==> src/rtl/sprite_pixel_scheduler.sv <==
// Resolves one screen pixel against four prioritised 32x32 sprites, fetching
// texels through a shared synchronous ROM and skipping transparent ones.
module sprite_pixel_scheduler #(
  parameter logic [3:0] TRANSP_IDX = 4'h2,
  parameter logic [3:0] BG_IDX     = 4'h7
) (
  input  logic        Clk,
  input  logic        Reset,
  input  logic        pix_req,
  input  logic [9:0]  DrawX,
  input  logic [9:0]  DrawY,
  input  logic [3:0]  spr_en,
  input  logic [39:0] spr_x,
  input  logic [39:0] spr_y,
  output logic [11:0] rom_addr,
  input  logic [3:0]  rom_data,
  output logic [3:0]  palette_index,
  output logic        pix_valid,
  output logic        busy,
  output logic        overrun
);

  typedef enum logic [2:0] {
    IDLE  = 3'd0,
    CHECK = 3'd1,
    FETCH = 3'd2,
    EVAL  = 3'd3,
    DONE  = 3'd4
  } state_t;

  state_t      r_state;
  logic [1:0]  r_cur;
  logic [9:0]  r_x;
  logic [9:0]  r_y;
  logic [11:0] r_rom_addr;
  logic [3:0]  r_palette;
  logic        r_valid;
  logic        r_busy;
  logic        r_overrun;

  logic        w_en;
  logic [9:0]  w_sx;
  logic [9:0]  w_sy;
  logic        w_cover;
  logic [4:0]  w_dx;
  logic [4:0]  w_dy;

  // Live selection of the sprite currently being examined
  always_comb begin
    w_en = 1'b0;
    w_sx = 10'd0;
    w_sy = 10'd0;
    case (r_cur)
      2'd0:    begin w_en = spr_en[0]; w_sx = spr_x[9:0];   w_sy = spr_y[9:0];   end
      2'd1:    begin w_en = spr_en[1]; w_sx = spr_x[19:10]; w_sy = spr_y[19:10]; end
      2'd2:    begin w_en = spr_en[2]; w_sx = spr_x[29:20]; w_sy = spr_y[29:20]; end
      2'd3:    begin w_en = spr_en[3]; w_sx = spr_x[39:30]; w_sy = spr_y[39:30]; end
      default: begin w_en = 1'b0;      w_sx = 10'd0;        w_sy = 10'd0;        end
    endcase
  end

  // Bounds are widened to 11 bits so sprites near the right/bottom edge never wrap
  assign w_cover = w_en
                && ({1'b0, r_x} >= {1'b0, w_sx}) && ({1'b0, r_x} <= ({1'b0, w_sx} + 11'd31))
                && ({1'b0, r_y} >= {1'b0, w_sy}) && ({1'b0, r_y} <= ({1'b0, w_sy} + 11'd31));
  assign w_dx = r_x[4:0] - w_sx[4:0];
  assign w_dy = r_y[4:0] - w_sy[4:0];

  // Resolution FSM with all outputs registered
  always_ff @(posedge Clk) begin
    if (Reset) begin
      r_state    <= IDLE;
      r_cur      <= 2'd0;
      r_x        <= 10'd0;
      r_y        <= 10'd0;
      r_rom_addr <= 12'h000;
      r_palette  <= BG_IDX;
      r_valid    <= 1'b0;
      r_busy     <= 1'b0;
      r_overrun  <= 1'b0;
    end else begin
      r_valid <= 1'b0;
      if (pix_req && r_busy) begin
        r_overrun <= 1'b1;
      end
      case (r_state)
        IDLE: begin
          if (pix_req) begin
            r_x     <= DrawX;
            r_y     <= DrawY;
            r_cur   <= 2'd0;
            r_busy  <= 1'b1;
            r_state <= CHECK;
          end
        end
        CHECK: begin
          if (w_cover) begin
            r_rom_addr <= {r_cur, w_dy, w_dx};
            r_state    <= FETCH;
          end else if (r_cur == 2'd3) begin
            r_palette <= BG_IDX;
            r_valid   <= 1'b1;
            r_state   <= DONE;
          end else begin
            r_cur <= r_cur + 2'd1;
          end
        end
        FETCH: begin
          r_rom_addr <= 12'h000;
          r_state    <= EVAL;
        end
        EVAL: begin
          if (rom_data != TRANSP_IDX) begin
            r_palette <= rom_data;
            r_valid   <= 1'b1;
            r_state   <= DONE;
          end else if (r_cur == 2'd3) begin
            r_palette <= BG_IDX;
            r_valid   <= 1'b1;
            r_state   <= DONE;
          end else begin
            r_cur   <= r_cur + 2'd1;
            r_state <= CHECK;
          end
        end
        DONE: begin
          r_busy  <= 1'b0;
          r_state <= IDLE;
        end
        default: begin
          r_rom_addr <= 12'h000;
          r_busy     <= 1'b0;
          r_state    <= IDLE;
        end
      endcase
    end
  end

  assign rom_addr      = r_rom_addr;
  assign palette_index = r_palette;
  assign pix_valid     = r_valid;
  assign busy          = r_busy;
  assign overrun       = r_overrun;

endmodule

==> config.mk <==
export PLATFORM = sky130hd
export DESIGN_NAME = sprite_pixel_scheduler
export DESIGN_NICKNAME = d
export VERILOG_FILES = /design/src/rtl/sprite_pixel_scheduler.sv
export SDC_FILE = /design/constraint.sdc
export NUM_CORES = 1
export LEC_CHECK = 0
export ABC_AREA = 0
export CAP_MARGIN = 20
export CORE_ASPECT_RATIO = 0.9
export CORE_MARGIN = 2
export CORE_UTILIZATION = 40
export DETAILED_ROUTE_END_ITERATION = 10
export GPL_ROUTABILITY_DRIVEN = 0
export PLACE_DENSITY_LB_ADDON = 0.25
export SLEW_MARGIN = 20
export SYNTH_ARGS = -nofsm -noshare
export SYNTH_HDL_FRONTEND = slang
export SYNTH_SLANG_ARGS = --single-unit
==> constraint.sdc <==
create_clock -name Clk -period 8.2 [get_ports Clk]
set_input_delay 1.23 -clock Clk [delete_from_list [all_inputs] [get_ports Clk]]
set_output_delay 1.23 -clock Clk [all_outputs]
set_load 0.005 [all_outputs]
======== After elaboration in Yosys (flattened, before gate mapping) ========
Index checks and enable logic that the tools add are counted.
operators by class
  $add $sub $neg .......................... 5
  $lt $le $gt $ge ......................... 4
  equality and inequality tests ........... 13
  mux-type cells .......................... 26
  bitwise operators ....................... 2
  reductions and logical operators ........ 17
operators by type and width
  kind                     count
  $pmux W10 S4             2
  $pmux W12 S2             1
  $add A10 B5 Y11 const B  2
  $le A10 B11 Y1           2
  $ge A10 B10 Y1           2
  $mux W3                  5
  $mux W12                 1
  $mux W4                  3
  $pmux W3 S4              1
  $reduce_and A2 Y1        5
  $sub A5 B5 Y5            2
  $mux W2                  4
  $ne A2 B2 Y1 const B     4
  $pmux W4 S2              1
  $eq A3 B2 Y1 const B     2
  $pmux W2 S3              1
  $reduce_or A3 Y1         2
  $logic_and A1 B1 Y1      5
  $eq A2 B2 Y1 const B     2
  $mux W1                  4
  $ne A4 B2 Y1 const B     1
  $pmux W1 S2              2
  $pmux W1 S4              1
  $reduce_and A4 Y1        1
  10 further kinds         11
storage, ports and cells
  flip-flop bits (word level) ............. 44
  word-level logic and storage cells ...... 76

======== Depth between registers and ports, before layout ========
  word-level depth ........................ 9
  mapped depth ............................ 21

======== Worst setup path after synthesis ========
No wires, ideal clock.
  kind .................................... input -> register
  from .................................... in spr_y[31]
  to ...................................... reg r_rom_addr[4] (netlist: rom_addr[4])
  data arrival time ....................... 3902 ps
  data required time ...................... 8075 ps
  slack ................................... 4173 ps
  stages .................................. 15
  path through ............................ a222oi_1 nand2_1 o21ai_0 ha_1 nand3_4 nand2_1 xnor2_1 ha_1 a211oi_1 o221ai_1 o21ai_0 a41oi_4 buf_4 o2111ai_1 nand3_1
on the way
  longest elaborated chain between the ends .. 6
  elaborated cells between the ends (all ways) .. 8
RTL lines
  item                                                          RTL line  RTL
  start: declaration                                            14        input logic [39:0] spr_y,
  $pmux W10 S4 *                                                53        case (r_cur)
  $add A10 B5 Y11 / $ge A10 B10 Y1 (equally long branches)      65        && ({1'b0, r_y} >= {1'b0, w_sy}) && ({1'b0, r_y} <= ({1'b0, w_sy} + 11'd31));
  $le A10 B11 Y1 / $logic_and A1 B1 Y1 (equally long branches)  65
  $logic_and A1 B1 Y1 *                                         65
  $ne A2 B2 Y1 (no source line) *                               --
  $reduce_and A2 Y1 (no source line) *                          --
  end signal: assignment                                        98        r_rom_addr <= {r_cur, w_dy, w_dx};
  end: declaration                                              35        logic [11:0] r_rom_addr;
Every way passes the cells marked *; elsewhere a longest branch is shown, timed or not.
A chain may end at the register's enable or synchronous reset.

======== Worst setup path in the final report ========
  from .................................... reg r_cur[0]
  to ...................................... reg r_cur[0]
on the way
  longest elaborated chain between the ends .. 9
  elaborated cells between the ends (all ways) .. 24
RTL lines
  item                                                          RTL line      RTL
  start: declaration                                            32            logic [1:0] r_cur;
  start signal: assignment                                      105           r_cur <= r_cur + 2'd1;
  start signal: assignment                                      122           r_cur <= r_cur + 2'd1;
  $eq A2 B2 Y1, or another cell as far along                    53, 100, 117
  $pmux W10 S4                                                  53
  $add A10 B5 Y11 / $ge A10 B10 Y1 (equally long branches)      64            && ({1'b0, r_x} >= {1'b0, w_sx}) && ({1'b0, r_x} <= ({1'b0, w_sx} + 11'd31))
  $le A10 B11 Y1 / $logic_and A1 B1 Y1 (equally long branches)  64
  $logic_and A1 B1 Y1                                           64
  $logic_and A1 B1 Y1 (2 in a row)                              65
  $ne A2 B2 Y1 (no source line)                                 --
  $reduce_and A4 Y1 (no source line)                            --
Several ways; a longest one is shown, not always the timed one. The select of a mux whose other input is x is not followed.

==> summary.md <==
| Metric | Value |
|---|---|
| Worst path slowest cell | o21ai_0 |
| Worst EP arrival | 5.27 ns |
| Skew-Pair Late Insertion Delay | 0.31 ns |
| Gate Count Post-Synth | 482 |
| Mapped Nets | 641 |
| Final Skew | 0.00369 ns |
| Hold Vio Cnt, Final | 0 |
| Most frequent cell after synthesis | nand2_1 |
| DIE AREA | 10500 µm² |
| Max cap viols | 0 |
| Unrepaired setup endpoints after global routing | no |
| Internal | 0.450 mW |
| CTS tree | done |
| Max stage delay on crit path | 0.66 ns |
| PostCTS Resize Cnt | 0 |
| EDFF count, synth | 0 |
| Num Clock Sinks | 44 |
| Syn Area/Cell | 8.05 µm² |
| DRC | 0 |
| Via/cell ratio | 5.83 |
| Post-DP HPWL | 9810 µm |
| Top-area cell type share of the netlist area | 22.7% |
| Cell family with most CP delay | compound AO/OA/AOI/OAI gates |
| # rows | 34 |
| Final ANT Viol Nets | 0 |
| Synth Area in XOR/XNOR | 4.52% |
| Critical path class | flip-flop to flip-flop |
| Commonest cells post-synth | nand2_1 (62), a21oi_1 (51), ha_1 (46) |
| Area Growth Syn to Fin | 36.6% |
| Clock share of power | 27.0% |
| CP Max Fanout | 32 |
| Root buffer cell | clkbuf_8 |
| Die Span Y | 97.4 µm |
| Nets | 748 |
| Most used DFF post-synth | dfxtp_1 |
| Total CTS buffers | 5 |
| Post-Route WL | 12600 µm |
| Net Switching | 0.229 mW |
| Setup TNS | 0 ns |
| Sequential area share after synthesis | 22.7% |
| Worst setup SP type | flip-flop |
| Starting Density | 40.5% |
| Layout cells sized above 1 | 4.92% |
| Worst Max-Slew Pin Slew | 1.02 ns |
| Relative slew slack | 31.9% |
| Post-synthesis adder-cell area fraction | 15.9% |
| Status | complete, no violations |
| Reg2reg end | r_cur[0]$_SDFFE_PP0P_ |
| Pwr dens | 128 nW/µm² |
| Final worst-path cycle share | 61.7% |
| Core Area | 9570 µm² |
| Setup Viol. Count Final | 0 |
| Length in cells of the worst reg-to-reg path | 15 |
| Seq pwr share | 33.7% |
| Synth top area cells | dfxtp_1 (23%), ha_1 (15%), a21oi_1 (6.6%), nand2_1 (6.0%), a222oi_1 (4.1%) |
| ANT cells | 0 |
| Clk buf depth | 2 |
| Required @ worst endpoint | 8.41 ns |
| DR iter-0 viols | 403 |
| Yosys warns | 0 |
| Vias in the first global route | 4107 |
| Seq cells post-synth | 44 |
| I/O Pins | 130 |
| X dimension of the die | 108 µm |
| Initial antenna violation count | 0 |
| Simple-gate share of the synthesized area | 21.0% |
| Cell taking the most area after synthesis | dfxtp_1 |
| Crit path buf inv count | 2 |
| VDD IR max | 84.3 µV |
| First-pass GRT wire length | 20200 µm |
| Hold Path Depth | 2 |
| CP Capture Type | flip-flop |
| Post-layout min period | 5.06 ns |
| HP Class | flip-flop to flip-flop |
| Reg2reg setup slack | 3.14 ns |
| Total gr overflow | 0 |
| Fillers | 888 |
| Crit-path cells | inv_1, ha_1, inv_2, o21ai_0, and3_1, and2_1, nor4_1, xnor2_1, ha_1, a211oi_1, o221ai_1, o21ai_0, a41o_1, nand2_1, o311ai_1 |
| IO buf count | 129 |
| Final Max Slew Viols | 0 |
| Clock-pin transition on the worst setup and hold timing paths | 0.09 ns |
| Synth Cell Area | 3880 µm² |
| Compound-Gate Fraction of Synth Area | 29.5% |
| Largest net degree at the start of global routing | 37 |
| CTS Hold Bufs | 0 |
| Hold path endpoint | r_y[0]$_SDFFE_PP0P_ |
| Via count | 4174 |
| Main combinational cell family by area after synthesis | compound AO/OA/AOI/OAI gates |
| H-Tree Depth | 2 |
| Post-Place Worst Slack | 2.93 ns |
| First drt pass iteration count | 5 |
| HP Start | r_y[0]$_SDFFE_PP0P_ |
| Mux contribution to synthesized area | 0% |
| FF-to-FF Start | r_cur[0]$_SDFFE_PP0P_ |
| Worst setup margin | 3.14 ns |
| Gate power share | 39.3% |
| Cell variety after synth | 63 |
| WL per Instance | 17.6 µm |
| Total Routing Usage GR | 24.0% |
| Leak Pwr | 2.05 nW |
| Fmax | 198 MHz |
| Sw Share | 33.7% |
| Asr flop ratio synth | 0% |
| Total setup buffers inserted after CTS | 0 |
## worst max path at each step
stage / start / slack, ns / end / cells after the start
finish: r_cur[0]$_SDFFE_PP0P_ / 3.14 / r_cur[0]$_SDFFE_PP0P_ / 15
global route: r_cur[0]$_SDFFE_PP0P_ / 2.75 / r_state[0]$_SDFFE_PP0P_ / 16
floorplan: spr_y[31] / 4.17 / rom_addr[4]$_SDFFE_PP0P_ / 15
CTS: r_cur[0]$_SDFFE_PP0P_ / 3.12 / r_cur[0]$_SDFFE_PP0P_ / 15
global placement: spr_x[31] / 3.10 / r_cur[0]$_SDFFE_PP0P_ / 15
detailed placement: spr_x[31] / 2.93 / r_cur[0]$_SDFFE_PP0P_ / 15
## metal layers
| layer | global-route usage, % | vias to the layer above | part of all wire (%) |
|---|---|---|---|
| met3 | 3.49 | 28 | 6.3 |
| met4 | 7.20 | 0 | 2.4 |
| met5 | 0 | - | 0 |
| li1 | - | 2038 | - |
| met1 | 31.2 | 1959 | 44 |
| met2 | 40.8 | 149 | 47 |
## final cells by class
class,count,area [µm²],share of cell area (%)
Sequential cell,44,881,16.6
Tap cell,126,158,2.98
Multi-Input combinational cell,387,2750,52.0
Inverter,19,71.3,1.35
Timing Repair Buffer,132,1310,24.8
Clock inverter,2,38.8,0.732
Clock buffer,6,82.6,1.56
## power by group through the flow
stage / clock [mW] / sequential, mW / combinational (mW)
floorplan: 0 / 0.231 / 0.164
global placement: 0 / 0.234 / 0.255
detailed placement: 0 / 0.234 / 0.261
CTS: 0.185 / 0.229 / 0.264
global route: 0.193 / 0.230 / 0.293
finish: 0.183 / 0.229 / 0.267
## placed cells by master, fill, tap and decap left out, types with 13 or more instances in the layout
master / n
clkdlybuf4s50_1: 129
nand2_1: 62
a21oi_1: 51
ha_1: 46
dfxtp_1: 44
nand3_1: 23
nor2_1: 21
inv_1: 17
a222oi_1: 16
o21ai_0: 14
nand4_1: 13
## flip-flops by register name, summed over array words and instances, names as in the netlist
register       cells
palette_index      4
r_x               10
r_y               10
overrun            1
rom_addr          12
busy               1
r_cur              2
pix_valid          1
r_state            3
## stage by stage
stage	instances	hold WS [ns]	util [%]	area, µm²	total power, mW
after floorplan	482	0.436	-	3880	0.394
after CTS	716	0.464	55.3	5300	0.678
after global routing	716	0.477	55.3	5300	0.716
after detailed placement	708	0.451	54.1	5180	0.495
final	716	0.461	55.3	5300	0.679
after global placement	708	0.446	54.1	5180	0.489
## logic make-up after synthesis
kind of cell / count (synthesis)
buf+inv: 51
fa+ha+maj: 48
simple gates: 160
flops: 44
compound gates: 159
xor+xnor: 20
## worst register-to-register path, delay by kind of cell, from the launching register on
kind / cells / cell delay [ns]
adder cells (fa/ha/maj): 2 / 0.85
AND/OR/NAND/NOR: 4 / 0.83
AO/OA/AOI/OAI: 6 / 2.18
buffers and inverters: 2 / 0.58
flip-flops: 1 / 0.38
XOR/XNOR: 1 / 0.14
Power figures use the tool's default switching activity.
